`src/rtl/scr1_tcm_ctrl_pkg.sv`:
```
// Shared types and helpers for the TCM port-B controller:
// FSM state encoding and the byte merge used by read-modify-write.
package scr1_tcm_ctrl_pkg;

  localparam logic [3:0] SCR1_TCM_BE_FULL = 4'hF;

  typedef enum logic [1:0] {
    SCR1_TCM_FSM_IDLE    = 2'd0,
    SCR1_TCM_FSM_RD_RSP  = 2'd1,
    SCR1_TCM_FSM_WR_RSP  = 2'd2,
    SCR1_TCM_FSM_RMW_MRG = 2'd3
  } type_scr1_tcm_ctrl_fsm_e;

  // Byte i of the result comes from new_data when be[i] is set, else from old_data.
  function automatic logic [31:0] scr1_tcm_byte_merge(
    input logic [31:0] old_data,
    input logic [31:0] new_data,
    input logic [3:0]  be
  );
    logic [31:0] res;
    for (int i = 0; i < 4; i++) begin
      res[i*8 +: 8] = be[i] ? new_data[i*8 +: 8] : old_data[i*8 +: 8];
    end
    return res;
  endfunction

endpackage

```
`src/rtl/scr1_tcm_rmw_ctrl.sv`:
```
// TCM port-B controller: maps single-requester data accesses onto port-B
// cycles, splitting partial writes into read + merged whole-word write.
module scr1_tcm_rmw_ctrl
  import scr1_tcm_ctrl_pkg::*;
#(
  parameter int SCR1_WIDTH = 32,
  parameter int SCR1_SIZE  = 'h10000,
  parameter bit RMW_EN     = 1'b1
) (
  input  logic                            clk,
  input  logic                            rst_n,
  input  logic                            req_i,
  output logic                            req_ack_o,
  input  logic                            req_we_i,
  input  logic [SCR1_WIDTH/8-1:0]         req_be_i,
  input  logic [$clog2(SCR1_SIZE)-1:2]    req_addr_i,
  input  logic [SCR1_WIDTH-1:0]           req_wdata_i,
  output logic                            resp_vld_o,
  output logic [SCR1_WIDTH-1:0]           resp_rdata_o,
  output logic                            mem_ren_o,
  output logic                            mem_wen_o,
  output logic [SCR1_WIDTH/8-1:0]         mem_web_o,
  output logic [$clog2(SCR1_SIZE)-1:2]    mem_addr_o,
  output logic [SCR1_WIDTH-1:0]           mem_wdata_o,
  input  logic [SCR1_WIDTH-1:0]           mem_rdata_i
);

  localparam int AW = $clog2(SCR1_SIZE);

  type_scr1_tcm_ctrl_fsm_e     state_q, state_d;
  logic [AW-1:2]               addr_q, addr_d;
  logic [SCR1_WIDTH/8-1:0]     be_q, be_d;
  logic [SCR1_WIDTH-1:0]       wdata_q, wdata_d;
  logic                        req_acc;
  logic                        req_none;
  logic                        req_direct;

  always_comb begin
    state_d      = state_q;
    addr_d       = addr_q;
    be_d         = be_q;
    wdata_d      = wdata_q;
    resp_vld_o   = 1'b0;
    resp_rdata_o = '0;
    mem_ren_o    = 1'b0;
    mem_wen_o    = 1'b0;
    mem_web_o    = '0;
    mem_addr_o   = '0;
    mem_wdata_o  = '0;

    req_ack_o  = (state_q != SCR1_TCM_FSM_RMW_MRG);
    req_acc    = req_i & req_ack_o;
    req_none   = (req_be_i == '0);
    // Without RMW support every non-empty write goes straight out with byte enables.
    req_direct = (req_be_i == SCR1_TCM_BE_FULL) | ~RMW_EN;

    case (state_q)
      SCR1_TCM_FSM_RMW_MRG: begin
        mem_wen_o   = 1'b1;
        mem_web_o   = SCR1_TCM_BE_FULL;
        mem_addr_o  = addr_q;
        mem_wdata_o = scr1_tcm_byte_merge(mem_rdata_i, wdata_q, be_q);
        state_d     = SCR1_TCM_FSM_WR_RSP;
      end
      default: begin
        if (state_q == SCR1_TCM_FSM_RD_RSP) begin
          resp_vld_o   = 1'b1;
          resp_rdata_o = mem_rdata_i;
        end
        if (state_q == SCR1_TCM_FSM_WR_RSP) begin
          resp_vld_o = 1'b1;
        end

        state_d = SCR1_TCM_FSM_IDLE;
        if (req_acc) begin
          if (!req_we_i) begin
            mem_ren_o  = 1'b1;
            mem_addr_o = req_addr_i;
            state_d    = SCR1_TCM_FSM_RD_RSP;
          end else if (req_none) begin
            state_d = SCR1_TCM_FSM_WR_RSP;
          end else if (req_direct) begin
            mem_wen_o   = 1'b1;
            mem_web_o   = req_be_i;
            mem_addr_o  = req_addr_i;
            mem_wdata_o = req_wdata_i;
            state_d     = SCR1_TCM_FSM_WR_RSP;
          end else begin
            mem_ren_o  = 1'b1;
            mem_addr_o = req_addr_i;
            addr_d     = req_addr_i;
            be_d       = req_be_i;
            wdata_d    = req_wdata_i;
            state_d    = SCR1_TCM_FSM_RMW_MRG;
          end
        end
      end
    endcase
  end

  always_ff @(posedge clk or negedge rst_n) begin
    if (!rst_n) begin
      state_q <= SCR1_TCM_FSM_IDLE;
      addr_q  <= '0;
      be_q    <= '0;
      wdata_q <= '0;
    end else begin
      state_q <= state_d;
      addr_q  <= addr_d;
      be_q    <= be_d;
      wdata_q <= wdata_d;
    end
  end

endmodule

```
`config.mk`:
```
export PLATFORM = sky130hd
export DESIGN_NAME = scr1_tcm_rmw_ctrl
export DESIGN_NICKNAME = d
export VERILOG_FILES = /design/src/rtl/scr1_tcm_ctrl_pkg.sv /design/src/rtl/scr1_tcm_rmw_ctrl.sv
export SDC_FILE = /design/constraint.sdc
export NUM_CORES = 1
export LEC_CHECK = 0
export ABC_AREA = 1
export CAP_MARGIN = 15
export CELL_PAD_IN_SITES_DETAIL_PLACEMENT = 0
export CELL_PAD_IN_SITES_GLOBAL_PLACEMENT = 1
export CORE_ASPECT_RATIO = 0.75
export CORE_MARGIN = 1.5
export CORE_UTILIZATION = 24
export DETAILED_ROUTE_END_ITERATION = 8
export GPL_TIMING_DRIVEN = 0
export PLACE_DENSITY_LB_ADDON = 0.1
export SYNTH_ARGS = -nofsm -noshare
export SYNTH_HDL_FRONTEND = slang
export SYNTH_SLANG_ARGS = --single-unit
```
`constraint.sdc`:
```
create_clock -name clk -period 1.6 [get_ports clk]
set_clock_uncertainty 0.1 [all_clocks]
set_input_delay 0.32 -clock clk [delete_from_list [all_inputs] [get_ports clk]]
set_output_delay 0.32 -clock clk [all_outputs]
set_load 0.01 [all_outputs]
```
==> results.md <==
Die:
- Measured along the x axis, the die boundary spans 140 um.
- The floorplan step defined a die boundary enclosing 14800 um2.
- The area of the core region is 13700 um2.
- The initial cell density of the core is 24.6%.
- During I/O placement, the number of pins put on the boundary was 172.
- The die extent in y is 106 um.
- In this run the core area contains 37 standard-cell rows.

Power:
- Power comes to 4.72 mW.
- The worst ir drop on vdd is 0.666 mV.
- In this run the power density over the cells is 710 nW/um2.
- The static leakage is 3.25 nW.

Synth:
- The cell count after synthesis is 511.
- For this run, the number of Yosys warnings is 0.
- Summing the sequential cell areas from Yosys gives 38.5% of the chip area.
- The post-synthesis cell type count is 18.
- The per-instance average area after synthesis is 6.62 um2.
- The number of nets in the synthesized netlist is 599.
- Counting flops and latches in the post-synthesis netlist gives 52.
- In this run the cell area of the synthesized design comes to 3380 um2.

Setup path:
- The launch instance of the worst register-to-register path is state_q[1].
- The path type of the worst setup path is reg -> out.
- The critical path goes through ha_4 -> inv_6 -> nand2_8 -> nor2_4 -> buf_8 -> buf_8 -> nand3_2 -> nand2_2 -> buf_6.
- The data arrival time at the worst-slack endpoint is 1.73 ns.
- The most prevalent standard cell on the critical path is sky130_fd_sc_hd__buf_8.
- The capture instance of the worst register-to-register path is wdata_q[26].
- The slowest stage cell on the critical path is sky130_fd_sc_hd__dfrtp_1.
- The number of buffers and inverters on the critical path is 4.
- STA classifies the critical path endpoint as an output pin.
- At the worst endpoint, the required time is 1.18 ns.
- The largest stage delay on the critical path is 0.42 ns.
- The last element of the critical path is mem_wdata_o[27].
- In this run the register-to-register setup slack is -0.18 ns.
- The number of cells on the worst reg-to-reg path is 11.
- The critical path crosses 9 cells after its start point.
- The maximum fanout along the worst path is 7.
- Tracing the worst setup path back leads to its startpoint at state_q[1].
- The worst setup path is launched from a register.
- Broken down by cell family, the worst path's largest delay share belongs to buffers and inverters.

CTS:
- The TritonCTS buffer count is 5.
- The level count of the clock H-tree is 2.
- The longest clock path from root to sink contains 2 buffers.
- The TritonCTS clock tree is built.
- The clock root buffer is sky130_fd_sc_hd__clkbuf_16.
- Clock-pin slew was measured on the worst setup and hold paths at 0.08 ns.
- The clock insertion delay at the later pin of the skew report is 0.30 ns.
- For this design, the sink count on the clock tree is 52.

Routing:
- After detailed routing, the total wire length is 14800 um.
- The via count of the routed design is 4289.
- The DRC marker count from the first detailed-route iteration is 212.
- In the routed design, unresolved DRC markers number 0.
- Dividing the detail-routed wire length by the instance count gives 16.4 um.
- The detail-routed via count per cell is 4.73.
- The first detailed-routing pass took 5 iterations.
- The count of nets left with antenna violations once routing finished came out at 0.

Timing:
- Measured against its own limit, the worst slew margin works out to 64.1%.
- After layout, the worst setup slack is -0.548 ns.
- The number of setup violations in the final report is 136.
- The number of pins with negative max-slew slack in the final report is 0.
- Setup repair after global routing could not meet its margin everywhere.
- After layout, the worst path uses 134% of the clock period.
- On the final layout, the worst hold slack is 0.303 ns.
- The summed negative setup slack over all endpoints is -46.80 ns.
- The achievable frequency is 465 MHz.
- The number of hold violations in the final report is 0.
- For the pin with the worst max-slew slack, the measured transition is 0.539 ns.
- The worst path in the final design needs a cycle of 2.15 ns, including I/O delays and setup.

Placed design:
- The area of placed instances is 5440 um2.
- Prior to clock tree synthesis, the placed netlist has a worst setup slack of -1.33 ns.
- In this run the tool buffered the top-level ports with 171 buffer cells.
- The HPWL after detailed placement is 10000 um.
- The total instance count after detailed placement is 858.
- The final weighted congestion in routability-driven placement is 0.806.

Global route:
- Global routing used 27.7% of the available met1 tracks.
- The total routing resource utilization after global routing is 20.1%.
- The met2 track demand over resource in global routing is 32.1%.
- The global-route wire length before repair is 23400 um.
- The peak-usage layer in the global routing report is met2.
- The pin count of the biggest net entering global routing is 34.
- The initial antenna violation count is 0.
- The met3 layer usage reported by global route is 5.04%.
- Summed over all layers, the global routing overflow is 0.
- The number of global-route vias before repair came to 4284.

Worst hold path:
- The launch instance of the worst min-delay path is req_be_i[3].
- The min-delay analysis places its worst path in the category in -> reg.

Cells and area:
- In the final design database the tool counted 818 nets.
- In the layout the commonest cells are sky130_fd_sc_hd__nand2_1 (129), sky130_fd_sc_hd__clkdlybuf4s50_1 (80), sky130_fd_sc_hd__buf_6 (78).
- The number of antenna diodes in the final layout is 0.
- The share of cells above drive strength 1 is 39.0%.
- After routing the design area is 6650 um2.
- The most common cell after layout, fill and taps aside is sky130_fd_sc_hd__nand2_1.
- The signed area change from the synthesized netlist to the final layout is 96.7%.
- Cells fill 48.4% of the core in the end.
- The count of non-filler cells in the finished layout is 906.

Run:
- Max-cap violations in this run came to 0.

Run status:
- The flow ran to the end, but the final reports show violations.
- The final reports fail on negative setup slack.
-- layout make-up --
class | instances | area, um2
fillers | 1366 | 7100
multi-input cells | 374 | 2280
repair buffers | 217 | 2180
flip-flops and latches | 52 | 1300
plain buffers | 36 | 340
well taps | 175 | 219
inverters | 44 | 185
clock buffers | 6 | 139
clock inverters | 2 | 10.0
-- synth_stat cells (all sizes together) --
library cell  number  area (um2)
nand2            173         652
a21oi             33         165
clkbuf            19        71.3
nand4             50         313
nor2              36         138
dfrtp             52        1300
inv               44         165
nand3             33         165
o21ai             47         235
ha                 2        25.0
buf               22         151
-- per-layer routing --
| layer | vias up | share of wire (%) |
|---|---|---|
| met2 | 131 | 45 |
| met5 | - | 0 |
| met1 | 2029 | 48 |
| met3 | 5 | 6.4 |
| li1 | 2124 | - |
| met4 | 0 | 0.52 |
-- worst min-delay path by stage --
stage,endpoint,cells after the start
global route,be_q[0],3
floorplan,addr_q[10],0
global placement,wdata_q[8],2
detailed placement,wdata_q[29],1
CTS,be_q[0],3
finish,be_q[3],3
-- power by group --
part           leakage, nW  internal, mW  switching, mW
registers            0.645          1.55          0.133
logic                 2.53         0.932          0.963
clock network       0.0766         0.620          0.527
total                 3.25          3.10           1.62
-- worst reg2reg max path, cell delays in order, from the launching register on --
cell and delay (ns):
sky130_fd_sc_hd__dfrtp_1 0.42, sky130_fd_sc_hd__ha_4 0.19, sky130_fd_sc_hd__inv_6 0.08, sky130_fd_sc_hd__nand2_8 0.06, sky130_fd_sc_hd__nor2_4 0.11, sky130_fd_sc_hd__buf_8 0.16, sky130_fd_sc_hd__buf_6 0.11, sky130_fd_sc_hd__buf_6 0.12
sky130_fd_sc_hd__buf_12 0.10, sky130_fd_sc_hd__buf_16 0.10, sky130_fd_sc_hd__nand4_1 0.07, sky130_fd_sc_hd__nand2_1 0.09
-- cell families after synthesis --
kind of cell / after synthesis / synth area share [%]
and+or+nand+nor: 292 / 37.5
DFF: 52 / 38.5
AOI/OAI and AO/OA: 80 / 11.8
adders and majority gates: 2 / 0.740
buffers and inverters: 85 / 11.5
-- state kept, by name (all words and copies together), names as in the netlist --
signal	count
addr_q	14
state_q	2
be_q	4
wdata_q	32
-- repair_timing --
action                     4_1_cts  5_1_grt
resized for setup              475      156
hold endpoints to repair        19        0
hold buffers                     1        0
setup endpoints to repair      137      136
cloned                          10        3
setup buffers                   26       13
pin swaps                       50       15
Note: power is estimated with default switching activity, not from simulation.
